File: config.mk
export PLATFORM = sky130hd
export DESIGN_NAME = mult_div_unit_flat
export DESIGN_NICKNAME = d
export VERILOG_FILES = /design/src/rtl/mdu_pkg.sv /design/src/rtl/mult_div_unit_if.sv /design/src/rtl/mdu_iter_core.sv /design/src/rtl/mult_div_unit.sv /design/src/flat_wrapper.sv
export SDC_FILE = /design/constraint.sdc
export NUM_CORES = 1
export LEC_CHECK = 0
export CORE_MARGIN = 3
export CORE_UTILIZATION = 65
export DETAILED_ROUTE_END_ITERATION = 16
export DONT_BUFFER_PORTS = 1
export PLACE_DENSITY = 0.79
export REMOVE_ABC_BUFFERS = 1
export SLEW_MARGIN = 0
export SYNTH_ARGS = -nofsm -noshare
export SYNTH_HDL_FRONTEND = slang
export SYNTH_SLANG_ARGS = --single-unit
File: constraint.sdc
create_clock -name clk -period 4.66 [get_ports clk]
set_input_delay 1.398 -clock clk [delete_from_list [all_inputs] [get_ports clk]]
set_output_delay 1.398 -clock clk [all_outputs]
set_load 0.03 [all_outputs]
File: src/rtl/mdu_pkg.sv
// Shared types and helpers for the multiply/divide unit.
// WORD_SIZE sets the default datapath width when the build does not provide it.
`ifndef WORD_SIZE
`define WORD_SIZE 32
`endif

package mdu_pkg;

  localparam int MDU_WORD  = `WORD_SIZE;
  localparam int MDU_ITERS = MDU_WORD;

  typedef enum logic [2:0] {
    MULT  = 3'd0,
    MULTU = 3'd1,
    DIV   = 3'd2,
    DIVU  = 3'd3,
    MTHI  = 3'd4,
    MTLO  = 3'd5
  } mdu_op_t;

  typedef enum logic [1:0] {
    IDLE = 2'd0,
    CALC = 2'd1,
    FIX  = 2'd2
  } mdu_state_t;

  // Magnitude of an operand; unsigned ops pass through untouched.
  // The most negative value maps onto its own bit pattern, which is the
  // correct unsigned magnitude.
  function automatic logic [MDU_WORD-1:0] abs_val(input logic signed [MDU_WORD-1:0] v,
                                                   input logic is_signed);
    logic signed [MDU_WORD-1:0] neg;
    neg = -v;
    return (is_signed && v[MDU_WORD-1]) ? $unsigned(neg) : $unsigned(v);
  endfunction

endpackage

File: src/rtl/mult_div_unit_if.sv
// Request/result bundle between the execute stage and the multiply/divide unit.
interface mult_div_unit_if #(
  parameter int DATA_WIDTH = 32
);
  logic                  start;
  logic [2:0]            op;
  logic [DATA_WIDTH-1:0] src_a;
  logic [DATA_WIDTH-1:0] src_b;
  logic                  busy;
  logic                  done;
  logic                  div_by_zero;
  logic [DATA_WIDTH-1:0] hi;
  logic [DATA_WIDTH-1:0] lo;

  modport master (
    output start, op, src_a, src_b,
    input  busy, done, div_by_zero, hi, lo
  );

  modport slave (
    input  start, op, src_a, src_b,
    output busy, done, div_by_zero, hi, lo
  );
endinterface

File: src/rtl/mdu_iter_core.sv
// Radix-2 iteration engine: shift-add multiply and restoring divide on
// unsigned magnitudes. Holds the double-width working register and counter.
module mdu_iter_core
  import mdu_pkg::*;
#(
  parameter int DATA_WIDTH = MDU_WORD,
  parameter int CNT_W      = 6
) (
  input  logic                    clk,
  input  logic                    rst,
  input  logic                    load,
  input  logic                    step,
  input  logic                    is_div,
  input  logic [DATA_WIDTH-1:0]   op_a,
  input  logic [DATA_WIDTH-1:0]   op_b,
  output logic [2*DATA_WIDTH-1:0] acc,
  output logic                    last
);

  localparam int W = DATA_WIDTH;

  logic [2*W-1:0]   acc_q;
  logic [2*W-1:0]   acc_d;
  logic [W-1:0]     opnd_q;
  logic [CNT_W-1:0] cnt_q;
  logic [W:0]       sum;
  logic [W:0]       rem_sh;
  logic [W:0]       diff;

  // One iteration: {carry,hi} accumulates the multiplicand while the
  // multiplier shifts out of the low half; divide shifts the dividend into
  // the remainder and keeps the subtraction only when it does not borrow.
  always_comb begin
    sum    = {1'b0, acc_q[2*W-1:W]} + (acc_q[0] ? {1'b0, opnd_q} : '0);
    rem_sh = acc_q[2*W-1:W-1];
    diff   = rem_sh - {1'b0, opnd_q};
    acc_d  = {sum, acc_q[W-1:1]};
    if (is_div) begin
      if (diff[W]) acc_d = {rem_sh[W-1:0], acc_q[W-2:0], 1'b0};
      else         acc_d = {diff[W-1:0], acc_q[W-2:0], 1'b1};
    end
  end

  // Working register and second operand; contents only matter after a load.
  always_ff @(posedge clk) begin
    if (load) begin
      acc_q  <= {{W{1'b0}}, op_a};
      opnd_q <= op_b;
    end else if (step) begin
      acc_q  <= acc_d;
    end
  end

  // Iteration counter, cleared on reset and on every new operation.
  always_ff @(posedge clk or negedge rst) begin
    if (!rst)      cnt_q <= '0;
    else if (load) cnt_q <= '0;
    else if (step) cnt_q <= cnt_q + 1'b1;
  end

  assign acc  = acc_q;
  assign last = (cnt_q == CNT_W'(W - 1));

endmodule

File: src/rtl/mult_div_unit.sv
// Iterative MIPS multiply/divide unit owning the HI/LO registers.
// Optional MDU_ZERO_SKIP_EN: multiplies with a zero operand bypass the
// iteration phase and complete in two edges with identical results.
module mult_div_unit
  import mdu_pkg::*;
#(
  parameter int DATA_WIDTH = MDU_WORD,
  parameter int CNT_W      = 6
) (
  input  logic                  clk,
  input  logic                  rst,
  mult_div_unit_if.slave        bus
);

  localparam int W = DATA_WIDTH;

  mdu_state_t     state;
  logic [W-1:0]   hi_q, lo_q, a_hold_q;
  logic           done_q, dz_q, div_q, neg_q, rem_neg_q, skip_q, div0_q;
  logic           op_mul, op_div, op_signed, a_zero, b_zero, mul_skip, load;
  logic [W-1:0]   mag_a, mag_b;
  logic [2*W-1:0] acc;
  logic           last;

  assign op_mul    = (bus.op == MULT) || (bus.op == MULTU);
  assign op_div    = (bus.op == DIV)  || (bus.op == DIVU);
  assign op_signed = (bus.op == MULT) || (bus.op == DIV);
  assign a_zero    = (bus.src_a == '0);
  assign b_zero    = (bus.src_b == '0);
  assign mag_a     = abs_val(bus.src_a, op_signed);
  assign mag_b     = abs_val(bus.src_b, op_signed);
  assign load      = (state == IDLE) && bus.start && (op_mul || op_div);

`ifdef MDU_ZERO_SKIP_EN
  assign mul_skip = a_zero || b_zero;
`else
  assign mul_skip = 1'b0;
`endif

  mdu_iter_core #(
    .DATA_WIDTH (W),
    .CNT_W      (CNT_W)
  ) u_core (
    .clk    (clk),
    .rst    (rst),
    .load   (load),
    .step   (state == CALC),
    .is_div (div_q),
    .op_a   (mag_a),
    .op_b   (mag_b),
    .acc    (acc),
    .last   (last)
  );

  // Control FSM plus HI/LO ownership: accept in IDLE, iterate in CALC,
  // sign-correct and commit in FIX.
  always_ff @(posedge clk or negedge rst) begin
    if (!rst) begin
      state     <= IDLE;
      hi_q      <= '0;
      lo_q      <= '0;
      a_hold_q  <= '0;
      done_q    <= 1'b0;
      dz_q      <= 1'b0;
      div_q     <= 1'b0;
      neg_q     <= 1'b0;
      rem_neg_q <= 1'b0;
      skip_q    <= 1'b0;
      div0_q    <= 1'b0;
    end else begin
      done_q <= 1'b0;
      case (state)
        IDLE: begin
          if (bus.start) begin
            case (bus.op)
              MTHI: hi_q <= bus.src_a;
              MTLO: lo_q <= bus.src_a;
              MULT, MULTU: begin
                div_q  <= 1'b0;
                neg_q  <= op_signed && (bus.src_a[W-1] ^ bus.src_b[W-1]);
                skip_q <= mul_skip;
                div0_q <= 1'b0;
                state  <= mul_skip ? FIX : CALC;
              end
              DIV, DIVU: begin
                div_q     <= 1'b1;
                neg_q     <= op_signed && (bus.src_a[W-1] ^ bus.src_b[W-1]);
                rem_neg_q <= op_signed && bus.src_a[W-1];
                skip_q    <= 1'b0;
                div0_q    <= b_zero;
                dz_q      <= b_zero;
                a_hold_q  <= bus.src_a;
                state     <= b_zero ? FIX : CALC;
              end
              default: ;
            endcase
          end
        end
        CALC: begin
          if (last) state <= FIX;
        end
        FIX: begin
          if (div0_q) begin
            hi_q <= a_hold_q;
            lo_q <= '1;
          end else if (skip_q) begin
            hi_q <= '0;
            lo_q <= '0;
          end else if (div_q) begin
            lo_q <= neg_q ? -acc[W-1:0] : acc[W-1:0];
            hi_q <= rem_neg_q ? -acc[2*W-1:W] : acc[2*W-1:W];
          end else begin
            {hi_q, lo_q} <= neg_q ? -acc : acc;
          end
          done_q <= 1'b1;
          state  <= IDLE;
        end
        default: state <= IDLE;
      endcase
    end
  end

  assign bus.busy        = (state != IDLE);
  assign bus.done        = done_q;
  assign bus.div_by_zero = dz_q;
  assign bus.hi          = hi_q;
  assign bus.lo          = lo_q;

endmodule
File: src/flat_wrapper.sv
// flat-port wrapper written by rule: the top's interface ports become plain ports
module mult_div_unit_flat import mdu_pkg::*;
#(
  parameter int DATA_WIDTH = MDU_WORD,
  parameter int CNT_W      = 6
)
  (clk, rst, bus_start, bus_op, bus_src_a, bus_src_b, bus_busy, bus_done, bus_div_by_zero, bus_hi, bus_lo);
  mult_div_unit_if #(.DATA_WIDTH(DATA_WIDTH)) bus_i ();
  input  logic clk;
  input  logic rst;
  input wire logic [$bits(bus_i.start)-1:0] bus_start;
  input wire logic [$bits(bus_i.op)-1:0] bus_op;
  input wire logic [$bits(bus_i.src_a)-1:0] bus_src_a;
  input wire logic [$bits(bus_i.src_b)-1:0] bus_src_b;
  output wire logic [$bits(bus_i.busy)-1:0] bus_busy;
  output wire logic [$bits(bus_i.done)-1:0] bus_done;
  output wire logic [$bits(bus_i.div_by_zero)-1:0] bus_div_by_zero;
  output wire logic [$bits(bus_i.hi)-1:0] bus_hi;
  output wire logic [$bits(bus_i.lo)-1:0] bus_lo;
  assign bus_i.start = bus_start;
  assign bus_i.op = bus_op;
  assign bus_i.src_a = bus_src_a;
  assign bus_i.src_b = bus_src_b;
  assign bus_busy = bus_i.busy;
  assign bus_done = bus_i.done;
  assign bus_div_by_zero = bus_i.div_by_zero;
  assign bus_hi = bus_i.hi;
  assign bus_lo = bus_i.lo;
  mult_div_unit #(.DATA_WIDTH(DATA_WIDTH), .CNT_W(CNT_W)) u_core (.clk(clk), .rst(rst), .bus(bus_i));
endmodule
# == After elaboration in Yosys (flattened, before gate mapping) ==
# Cells that the tools add are included.
# word_totals
n_memories,0
inputBits,70
register_bits,206
romBits,0
latch_bits,0
mem_bits_rw,0
# classes
reduce_logical,25
mux,30
shifts,0
n_addsub,8
bitwise_logic,1
div_mod_pow,0
eq_ne,13
multipliers,0
order_cmp,0
# op_table
cell,n
$mux W32,15
$mux W64,3
$neg A32 Y32,4
$pmux W32 S2,2
$neg A64 Y64,1
$add A32 B32 Y33,1
$sub A33 B32 Y33,1
$logic_not A32 Y1,1
$reduce_and A3 Y1,6
$mux W6,2
$ne A2 B2 Y1 const B,4
$pmux W2 S2,2
$reduce_bool A2 Y1,4
$add A6 B1 Y6 const B,1
$eq A3 B2 Y1 const B,2
$eq A3 B3 Y1 const B,2
$eq A6 B5 Y1 const B,1
$mux W2,3
$logic_and A1 B1 Y1,5
$logic_or A1 B1 Y1,4
$pmux W1 S2,2
$reduce_or A2 Y1,2
$reduce_or A4 Y1,1
$eq A3 B1 Y1 const B,1
7 further kinds,7

# == Longest topological paths before layout ==
# depth
word_depth,5
ltp_mapped,15

# == Cells and area by module ==
# Synthesis repeated with hierarchy kept, for this count alone.
# hier_totals
cells_unflattened,1861
hier_area_um2,15840.2
# by_module_without_submodules
module,cells_per_inst,area_each_um2,instances
mdu_iter_core,953,8303.0,1
mult_div_unit,908,7537.2,1

# == Least setup slack after synthesis ==
# Ideal clock, no wire load.
# synth_path
path_type,input port to flip-flop
start,in bus_src_a[0]
end,"reg u_core.u_core.acc_q[24] (netlist: u_core.u_core.acc[24]), data pin"
cell_stages,11
slack_ps,934
arrival_ps,3408
required_ps,4342
cell_sequence,inv_1 > ha_1 > nand2_1 > or4_1 > nor2b_1 > nand2_1 > or4_1 > nor2_1 > a21oi_1 > xnor2_1 > a21oi_1
# synth_between
elab_chain_cells,3
# synth_rtl
element,line,source
start: declaration,flat_wrapper.sv:13,input wire logic [$bits(bus_i.src_a)-1:0] bus_src_a;
$neg A32 Y32,mdu_pkg.sv:33,neg = -v;
$mux W32,mdu_pkg.sv:34,return (is_signed && v[MDU_WORD-1]) ? $unsigned(neg) : $unsigned(v);
$mux W32,mdu_iter_core.sv:46,if (load) begin
end signal: assignment,mdu_iter_core.sv:47,"acc_q <= {{W{1'b0}}, op_a};"
end: declaration,mdu_iter_core.sv:22,logic [2*W-1:0] acc_q;
# No other way between the ends.
# A chain may end at the register's enable or synchronous reset.

# == Worst setup path after layout ==
# layout_path
start,reg u_core.u_core.acc_q[31] (netlist: u_core.u_core.acc[31])
end,reg u_core.u_core.acc_q[48] (netlist: u_core.u_core.acc[48])
# layout_between
elab_chain_cells,3
# layout_rtl
element,line,source
$sub A33 B32 Y33,mdu_iter_core.sv:36,"diff = rem_sh - {1'b0, opnd_q};"
$mux W64,mdu_iter_core.sv:39,"if (diff[W]) acc_d = {rem_sh[W-1:0], acc_q[W-2:0], 1'b0};"
$mux W64,mdu_iter_core.sv:38,if (is_div) begin
# No other way between the ends.

==> results.tsv <==
metric	value	unit
portBuffers	0	
grt_max_degree	111	
maxCapViolCount	0	
leakage	6.55	nW
drive_above_1_share	0.0743	
fillers	1739	
yosysTopAreaCell	dfrtp_1	
coreArea	0.0222	sq mm
htreeDepth	1	
slew_headroom	0.163	
final_util	0.722	
hold_class	reg -> reg	
chipHeight	158	um
worstHoldEndpoint	u_core.a_hold_q[17]$_DFFE_PN0P_	
synth_edf_count	64	
track_usage	0.340	
cts-root-buf	clkbuf_16	
syn_avg_cell_area	8.67	sq um
dieArea	0.0249	sq mm
gp_congestion	0.984	
slew_violations	0	
synth_cell_types	83	
num-nets-final	1832	
grt_overflow	0	
synthFlopType	dfrtp_1	
hold_slack	491	ps
path_clk_slew	60	ps
reg2reg_to	u_core.u_core.acc[48]$_SDFFE_PP0P_	
fin_crit	4050	ps
worstPathMaxFanout	36	
synth_area_leaders	dfrtp_1, edfxtp_1, xnor2_1, ha_1, o21ai_0	
fmax	247	MHz
power_density	791	mW/mm^2
io_pins	137	
hold_viol	0	
finClkSkew	23.1	ps
numCtsBuffers	24	
grt_pass1_wl	68300	um
async_flop_share	0.534	
r2r_start	u_core.u_core.acc[31]$_DFFE_PP_	
worstSetupEndpointType	flip-flop	
reg2reg_setup_slack	610	ps
antenna_cells	0	
rsz0062_at_grt	no	
synth_common_cells	nand2_1, o21ai_0, nor2_1	
via_per_inst	6.74	
instances_no_fill	1989	
ir_drop	0.391	mV
outcome	complete, no violations	
cts_tree	built	
wl	43100	um
hold_depth	2	
arrival	4460	ps
synth-warning-count	0	
worst_pin_slew	1250	ps
antenna_found_initial	0	
reg2reg_depth	15	
power	12.7	mW
drt-initial-drc-count	1453	
via_count	13400	
clkSinkCount	206	
worstPathRequired	5070	ps
cts_resized	0	
dp_hpwl	31100	um
fin_crit_sh	0.868	
cts.path.max_buffers	3	
start_util	0.674	
post_cts_buffers	0	
hp-start	u_core.a_hold_q[17]$_DFFE_PN0P_	
dp.cells	1945	
syn_area	0.0150	sq mm
syn_inst	1728	
antenna_left	0	
dr.pass1.iters	7	
synth_most_common_cell	nand2_1	
first_global_vias	12900	
worstSetupPathType	reg -> reg	
synth_top_area_frac	0.184	
syn2layout_area_growth	7.03	%
ys_seq_area_frac	0.355	
hold_buffers	0	
setup_violations	0	
placementRows	54	
ys_ff_latch	206	
worstSkewPairLatency	540	ps
start_kind	flip-flop	
drc_errors	0	
die_width	158	um
avgRoutedWirePerCell	21.7	um
[kinds of logic after synthesis]
kind of cell,count (synthesis),synth area share
AO/OA/AOI/OAI,551,0.233
AND/OR/NAND/NOR,498,0.160
flip-flops,206,0.355
XOR/XNOR,171,0.0999
buffers and inverters,156,0.0397
multiplexers,75,0.0524
adder cells (fa/ha/maj),71,0.0603
[how the worst max path moves through the flow]
stage	from	endpoint	slack [ps]	cells after the start
after floorplan	u_core.u_core.acc[31]$_DFFE_PP_	u_core.u_core.acc[44]$_SDFFE_PP0P_	-700	13
after global placement	bus_src_a[3]	u_core.u_core.acc[27]$_DFFE_PP_	590	11
after detailed placement	bus_src_a[0]	u_core.u_core.acc[26]$_DFFE_PP_	530	11
after CTS	u_core.u_core.acc[31]$_DFFE_PP_	u_core.u_core.acc[48]$_SDFFE_PP0P_	670	15
after global routing	u_core.u_core.acc[31]$_DFFE_PP_	u_core.u_core.acc[48]$_SDFFE_PP0P_	480	15
final	u_core.u_core.acc[31]$_DFFE_PP_	u_core.u_core.acc[48]$_SDFFE_PP0P_	610	15
[area by class of cell]
class	instances	area, sq um	share of cell area
clock inverters	7	48.8	0.00304
repair buffers	33	273	0.0170
clock buffers	37	721	0.0449
flip-flops and latches	206	5320	0.331
inverters	60	226	0.0141
multi-input cells	1366	9100	0.568
well taps	280	350	0.0218
[where the power goes]
group | switching, mW | internal, mW | leakage [nW] | total [mW]
sequential | 1.58 | 2.78 | 2.24 | 4.36
combinational | 3.77 | 2.73 | 3.93 | 6.50
clock | 0.772 | 1.07 | 0.379 | 1.84
[sequential cells by signal (all words and copies together), names as in the netlist]
name                    flops
u_core.bus.lo              32
u_core.state                2
u_core.bus.done             1
u_core.u_core.opnd_q       32
u_core.bus.div_by_zero      1
u_core.neg_q                1
u_core.bus.hi              32
u_core.div0_q               1
u_core.u_core.cnt_q         6
u_core.a_hold_q            32
u_core.u_core.acc          64
u_core.div_q                1
u_core.rem_neg_q            1
[critical path, stage by stage (launching register included)]
cell,delay (ps)
edfxtp_1,450
inv_1,240
ha_1,250
fa_1,230
nand2b_1,140
a21oi_1,100
o41ai_1,340
buf_4,190
o31ai_1,110
a21bo_2,260
a211oi_1,580
xnor2_2,210
buf_12,250
mux2_2,360
a21oi_1,140
nor2_1,50
[layout by cell type (no fill, tap or decap), types with 7 or more instances in the layout]
cell type,synthesis,final
xnor2_1,110,109
clkbuf_16,0,25
o21ai_1,41,41
dfxtp_1,32,32
or3_1,15,15
nor2b_1,18,18
clkbuf_1,84,7
o31ai_1,19,19
nand3_1,22,21
a31oi_1,11,11
and2_1,10,10
a211oi_1,16,16
nand4_1,12,12
ha_1,69,69
or4_1,11,11
nor2_1,132,131
a222oi_1,18,18
dfrtp_1,110,109
a21oi_1,115,115
mux2_2,28,28
nand2_1,172,172
o41ai_1,14,14
xor2_1,61,61
o21ai_0,147,147
o22ai_1,41,41
edfxtp_1,64,64
a21o_1,31,31
o21bai_1,10,9
o211ai_1,7,7
buf_4,0,31
or4_4,7,7
nor4_1,16,16
o221ai_1,13,13
inv_1,59,59
o21a_1,11,11
mux2i_1,47,47
a22oi_1,9,9
nor3_1,35,35
nand2b_1,20,19
[metal layers]
metal  wire, um  vias to the layer above  track usage
li1           -                     6283            -
met1      17700                     6387        0.453
met2      20500                      644        0.573
met3       3700                       86       0.0555
met4       1220                        0        0.100
met5          0                        -            0
[metrics by stage]
step	TNS [ps]	instance area [sq um]	worst slack (ps)
4_1_cts	0	16000	665
3_5_place_dp	0	15300	533
5_1_grt	0	16000	483
6_report	0	16000	615
3_3_place_gp	0	15300	590
2_1_floorplan	-15720	14600	-702
Power figures use the tool's default switching activity.
